**config.mk**
```make
export PLATFORM = sky130hd
export DESIGN_NAME = instr_loader_encoder
export DESIGN_NICKNAME = d
export VERILOG_FILES = /design/src/rtl/instr_loader_encoder.sv
export SDC_FILE = /design/constraint.sdc
export NUM_CORES = 1
export LEC_CHECK = 0
export ABC_AREA = 0
export BUFFER_PORTS_ARGS = -buffer_cell sky130_fd_sc_hd__buf_2
export CAP_MARGIN = 20
export CORE_ASPECT_RATIO = 0.6
export CORE_MARGIN = 4
export CORE_UTILIZATION = 37
export CTS_BUF_LIST = sky130_fd_sc_hd__clkbuf_2
export CTS_CLUSTER_SIZE = 14
export DETAILED_ROUTE_END_ITERATION = 10
export SYNTH_ARGS = -nofsm -noshare
export SYNTH_HDL_FRONTEND = slang
export SYNTH_SLANG_ARGS = --single-unit
```
**constraint.sdc**
```tcl
create_clock -name clk -period 2 [get_ports clk]
set_input_delay 0.4 -clock clk [delete_from_list [all_inputs] [get_ports clk]]
set_output_delay 0.4 -clock clk [all_outputs]
set_load 0.005 [all_outputs]
```
**src/rtl/instr_loader_encoder.sv**
```systemverilog
// rtl/instr_loader_encoder.sv - boot-time instruction encoder and loader into instruction memory
//
// Accepts compact instruction commands and encodes each one into a 32-bit
// instruction word. Each word is written to the next instruction-memory
// address, starting at 0. The core is held in reset until the command marked
// last has been written. An unencodable op or an address overflow sends the
// block to a terminal error state.
//
// Ports:
//   clk, rst          clock, synchronous active-high reset
//   cmd_valid/ready   command handshake (transfer on valid & ready)
//   cmd_op            operation select (0..23 legal, 24..31 illegal)
//   cmd_rd/rn/rm      register fields
//   cmd_imm           immediate ([11:0] for data/memory ops, [23:0] for branches)
//   cmd_last          marks the final command of the program
//   mem_we/addr/wdata instruction-memory write port
//   cpu_rst           core reset, released when the load completes
//   done, err         load complete / sticky error

module instr_loader_encoder #(
    parameter int ADDR_W = 8
) (
    input  logic              clk,
    input  logic              rst,
    input  logic              cmd_valid,
    output logic              cmd_ready,
    input  logic [4:0]        cmd_op,
    input  logic [3:0]        cmd_rd,
    input  logic [3:0]        cmd_rn,
    input  logic [3:0]        cmd_rm,
    input  logic [23:0]       cmd_imm,
    input  logic              cmd_last,
    output logic              mem_we,
    output logic [ADDR_W-1:0] mem_addr,
    output logic [31:0]       mem_wdata,
    output logic              cpu_rst,
    output logic              done,
    output logic              err
);

    typedef enum logic [1:0] {
        S_LOAD  = 2'd0,
        S_WRITE = 2'd1,
        S_DONE  = 2'd2,
        S_ERROR = 2'd3
    } state_t;

    state_t            r_state;
    state_t            w_next;
    logic [ADDR_W-1:0] r_addr;
    logic [31:0]       r_word;
    logic              r_last;

    logic [31:0]       w_enc;
    logic              w_legal;
    logic              w_accept;
    logic              w_at_top;
    logic [11:0]       w_i12;
    logic [23:0]       w_i24;

    assign w_i12    = cmd_imm[11:0];
    assign w_i24    = cmd_imm;
    assign w_accept = (r_state == S_LOAD) && cmd_valid;
    assign w_at_top = (r_addr == {ADDR_W{1'b1}});

    // Instruction encoder; fields an op does not use simply do not appear.
    always_comb begin
        w_enc   = 32'h0;
        w_legal = 1'b1;
        case (cmd_op)
            5'd0:  w_enc = {16'hE1A0, cmd_rd, 8'h00, cmd_rm};
            5'd1:  w_enc = {16'hE3A0, cmd_rd, w_i12};
            5'd2:  w_enc = {12'hE08, cmd_rn, cmd_rd, 8'h00, cmd_rm};
            5'd3:  w_enc = {12'hE28, cmd_rn, cmd_rd, w_i12};
            5'd4:  w_enc = {12'hE04, cmd_rn, cmd_rd, 8'h00, cmd_rm};
            5'd5:  w_enc = {12'hE24, cmd_rn, cmd_rd, w_i12};
            5'd6:  w_enc = {12'hE00, cmd_rd, 4'h0, cmd_rn, 4'h9, cmd_rm};
            5'd7:  w_enc = {12'hE20, cmd_rn, cmd_rd, w_i12};
            5'd8:  w_enc = {12'hE15, cmd_rn, 4'h0, 8'h00, cmd_rm};
            5'd9:  w_enc = {12'hE35, cmd_rn, 4'h0, w_i12};
            5'd10: w_enc = {12'hE59, cmd_rn, cmd_rd, w_i12};
            5'd11: w_enc = {12'hE79, cmd_rn, cmd_rd, 8'h00, cmd_rm};
            5'd12: w_enc = {12'hE58, cmd_rn, cmd_rd, w_i12};
            5'd13: w_enc = {16'hE52D, cmd_rd, 12'h004};
            5'd14: w_enc = {16'hE49D, cmd_rd, 12'h004};
            5'd15: w_enc = {8'hEA, w_i24};
            5'd16: w_enc = {8'h0A, w_i24};
            5'd17: w_enc = {8'h1A, w_i24};
            5'd18: w_enc = {8'hCA, w_i24};
            5'd19: w_enc = {8'hBA, w_i24};
            5'd20: w_enc = {8'hAA, w_i24};
            5'd21: w_enc = {8'hDA, w_i24};
            5'd22: w_enc = {8'hEB, w_i24};
            5'd23: w_enc = 32'hE12FFF1E;
            default: w_legal = 1'b0;
        endcase
    end

    always_comb begin
        w_next = r_state;
        case (r_state)
            S_LOAD: begin
                if (cmd_valid) begin
                    w_next = w_legal ? S_WRITE : S_ERROR;
                end
            end
            S_WRITE: begin
                if (r_last) begin
                    w_next = S_DONE;
                end else if (w_at_top) begin
                    // Another word would not fit; stop instead of wrapping.
                    w_next = S_ERROR;
                end else begin
                    w_next = S_LOAD;
                end
            end
            S_DONE:  w_next = S_DONE;
            S_ERROR: w_next = S_ERROR;
            default: w_next = S_LOAD;
        endcase
    end

    always_ff @(posedge clk) begin
        if (rst) begin
            r_state <= S_LOAD;
            r_addr  <= '0;
            r_word  <= 32'h0;
            r_last  <= 1'b0;
        end else begin
            r_state <= w_next;
            if (w_accept && w_legal) begin
                r_word <= w_enc;
                r_last <= cmd_last;
            end
            if ((r_state == S_WRITE) && !r_last && !w_at_top) begin
                r_addr <= r_addr + ADDR_W'(1);
            end
        end
    end

    assign cmd_ready = (r_state == S_LOAD);
    assign mem_we    = (r_state == S_WRITE);
    assign mem_addr  = r_addr;
    // Word is only driven during the write so the bus reads zero when idle.
    assign mem_wdata = (r_state == S_WRITE) ? r_word : 32'h0;
    assign cpu_rst   = (r_state != S_DONE);
    assign done      = (r_state == S_DONE);
    assign err       = (r_state == S_ERROR);

endmodule
```
==> flow_results.org <==
** Run status
- Outcome :: finished, final reports clean

** Global route
- Remaining global-route overflow :: 0
- The first global-routing pass estimated 13500 µm of wire.
- Antenna violations before repair :: 0
- For this run, the total global-route usage over all layers was measured as 0.203.
- The via count of the first global-routing pass is 2690.
- Maximum number of pins on one net before global-route repair :: 28

** Floorplanning
- Boundary pin count :: 90
- The die is roughly 72 µm tall.
- The die covers 8260 µm².
- For this configuration, the core starts out at a cell density of 0.380.
- Core area :: 6650 µm²
- Std-Cell Rows :: 23
- Die extent in x :: 115 µm

** Timing
- Once routing completed, OpenROAD measured the worst setup slack at 0.0767 ns.
- Final setup violating endpoints :: 0
- Setup repair after global routing missed its margin :: true
- In the finished design, the share of the clock period the worst path needs comes to 0.962.
- Across the routed clock network, the largest skew measured is 0.0178 ns.
- Pin slew with the least headroom to its limit :: slightly above 0.5 ns
- The worst path in the final design needs a cycle of 1.92 ns, including I/O delays and setup.
- Slew Viols, Final :: 0
- Static timing analysis puts the maximum clock frequency at 0.520 GHz.
- Measured against its own limit, the worst slew margin works out to 0.663.
- The final number of hold-violating endpoints came to 0.

** Critical path
- Crit path launch type :: register
- CP Max Fanout :: 10
- Start-to-end type of the worst setup path :: register to output port
- Slowest-stage cell, CP :: dfxtp_4
- Type of element capturing the critical path :: output port
- Chain of cells forming the critical path :: nand2b_4, clkinvlp_4, buf_6, and2_1, buf_2
- Among cell families on the critical path, the largest total delay comes from flip-flops.
- STA puts the critical path data required time at about 1.6 ns.
- STA puts the critical path data arrival time at 1.52 ns.
- The critical path contains buffers and inverters numbering 3 combined.
- Delay of the slowest critical-path stage :: 0.40 ns

** Synth
- Summing every instance area after synthesis gives 2530 µm².
- Cell type contributing the most total cell area after synthesis :: dfxtp_1
- The share of synthesized area in the top cell type comes to 0.341.
- Number of register bits inferred by synthesis :: 43
- After synthesis, the share of flip-flops with an asynchronous set or reset is 0.
- Yosys warns :: 0
- When the netlist entered floorplanning its net count stood at 377.
- Main flop type after synthesis :: dfxtp_1
- Share of synthesized area occupied by flip-flops and latches :: 0.341
- The number of different library cells used by synthesis comes to between 40 and 50.
- Counting flops with a built-in enable in the synthesized netlist gives 0.
- Number of instances in the synthesized netlist :: 331
- Sorting the synthesized cells by area gives the leading types as dfxtp_1, and2_1, nor2_1, a21oi_1, a211oi_1.
- Average size of a mapped cell :: around 7.6 µm²

** Clocking
- In this run, CTS created clock tree buffers numbering 5.
- For this design, the sink count on the clock tree is 43.
- In this run the number of H-tree levels came out at 2.
- The clock reaches the later pin of the worst-skew pair after 0.41 ns.
- TritonCTS built the clock tree.
- Clock tree synthesis selected as its root buffer the cell clkbuf_2.
- The number of hold buffers added after CTS was 0.
- After clock tree synthesis, the clock-pin slew on the worst setup and hold paths is 0.23 ns.
- Max Buffers Root-to-Sink :: 2

** Routing
- Remaining antenna violation count :: 0
- In the routed design, unresolved DRC markers number 0.
- Final WL :: 8610 µm
- Wire per inst :: 16.5 µm
- In this run, the number of DRC markers left after iteration 0 of detailed routing was 203.
- After detailed routing, the number of vias per cell comes to 5.40.
- Before antenna repair, the detailed router went through 4 iterations.
- Detailed routing inserted a total of 2811 vias.

** Finish
- In the final layout, the share of cells above drive strength 1 is 0.346.
- The number of antenna diodes in the final layout is 0.
- Number of fillers in the final layout :: 675
- Summing all flip-flop and latch instances after layout gives 866 µm².
- For this run, the post-layout net count is 479.
- Once layout is complete, the cells apart from fillers number between 500 and 600.
- Area added between synthesis and finish :: 33.1%
- Multi-input gate area :: ~1600 µm²

** Placed design
- At the end of routability-driven placement, the weighted congestion stood at 0.860.
- Detailed placement HPWL :: around 6200 µm
- After detailed placement, the design holds a cell count of between 500 and 600.
- # port buffers :: between 80 and 90
- Before CTS, the worst setup slack after placement is 0.0511 ns.

** Worst hold path
- Worst hold path class :: primary input to register

** Power
- Maximum VDD drop :: roughly 0.30 mV
- Leakage :: 0.00149 µW
- Power density over the cells :: 603 nW/µm²

** Job
- Max-cap violations :: 0
==> final timing paths <==
check / from / end / slack (ns) / depth (start not counted)
min: cmd_imm[6] / r_word[6] / 0.21 / 3
max reg2reg: mem_addr[0] / mem_addr[3] / 0.15 / 5
min reg2reg: r_word[6] / r_word[6] / 0.47 / 2
max: r_state[1] / mem_wdata[31] / 0.08 / 5
==> sequential cells by signal, summed over array words and instances (netlist names) <==
| name | count |
|---|---|
| r_word | 32 |
| mem_addr | 8 |
| r_state | 2 |
| r_last | 1 |
==> area by class of cell <==
type	count	area share
Clock buffer	5	0.00744
Clock inverter	3	0.0130
Inverter	6	0.00781
Multi-Input combinational cell	257	0.464
Sequential cell	43	0.257
Tap cell	87	0.0324
Timing Repair Buffer	119	0.216
Timing Repair inverter	1	0.00223
==> worst register-to-register path, delay by kind of cell, from the launching register on <==
| family | cells | cell delay (ns) |
|---|---|---|
| AOI/OAI and AO/OA | 2 | 0.60 |
| adders and majority gates | 1 | 0.22 |
| DFF | 1 | 0.40 |
| and+or+nand+nor | 2 | 0.60 |
==> metrics by stage <==
| stage | TNS (ns) | utilization | power, µW | hold WS [ns] | instance area [µm²] |
|---|---|---|---|---|---|
| floorplan | 0 | - | 1270 | 0.427 | 2530 |
| global placement | 0 | 0.473 | 1460 | 0.440 | 3150 |
| detailed placement | 0 | 0.473 | 1470 | 0.444 | 3150 |
| CTS | 0 | 0.491 | 2010 | 0.186 | 3270 |
| global route | -0.107 | 0.506 | 2140 | 0.157 | 3360 |
| finish | 0 | 0.506 | 2030 | 0.210 | 3360 |
==> cells by family after synthesis <==
| logic type | count (synthesis) | share of synthesized area |
|---|---|---|
| AND/OR/NAND/NOR | 152 | 0.304 |
| multiplexers | 1 | 0.00396 |
| XOR/XNOR | 8 | 0.0307 |
| flip-flops | 43 | 0.341 |
| buffers and inverters | 31 | 0.0545 |
| adder cells (fa/ha/maj) | 1 | 0.00495 |
| AO/OA/AOI/OAI | 95 | 0.261 |
==> what timing repair did <==
item,4_1_cts,5_1_grt
setup endpoints to repair,33,33
cloned,1,0
setup buffers,4,2
gates resized for setup,5,22
==> report_power, final <==
part           internal, µW  switching [µW]  leakage [µW]
Combinational           236             303       0.00110
Sequential              926            37.3      0.000353
Clock                   212             314     0.0000429
==> synth_stat cells, types with 2 or more instances <==
| library cell | n |
|---|---|
| a211oi_1 | 15 |
| a211oi_2 | 2 |
| a21boi_0 | 3 |
| a21oi_1 | 24 |
| a221oi_1 | 11 |
| a22oi_1 | 4 |
| a311o_1 | 2 |
| a311oi_1 | 2 |
| a32oi_1 | 2 |
| and2_1 | 35 |
| and3_1 | 3 |
| buf_2 | 11 |
| buf_4 | 2 |
| clkbuf_1 | 11 |
| dfxtp_1 | 43 |
| inv_1 | 6 |
| nand2_1 | 22 |
| nand2b_1 | 7 |
| nand3_1 | 10 |
| nand4_1 | 2 |
| nor2_1 | 42 |
| nor2b_1 | 3 |
| nor3_1 | 19 |
| nor4_1 | 2 |
| o21ai_0 | 15 |
| o22ai_1 | 5 |
| or3_1 | 2 |
| xnor2_1 | 4 |
| xor2_1 | 3 |
==> routing by layer <==
metal  up-vias  routed length, µm  track usage
met1      1292               4280        0.312
met4         0                 56       0.0339
li1       1384                  -            -
met2       127               3530        0.290
met5         -                  0            0
met3         8                735       0.0492
==> placed cells by master, fill, tap and decap left out, drive strengths merged, types with 10 or more instances in the layout <==
| master | instances |
|---|---|
| dfxtp | 43 |
| nor3 | 19 |
| a211oi | 17 |
| buf | 119 |
| a221oi | 11 |
| o21ai | 16 |
| a21oi | 24 |
| nand3 | 10 |
| and2 | 35 |
| nor2 | 43 |
| nand2 | 22 |
Note: power is estimated with default switching activity, not from simulation.
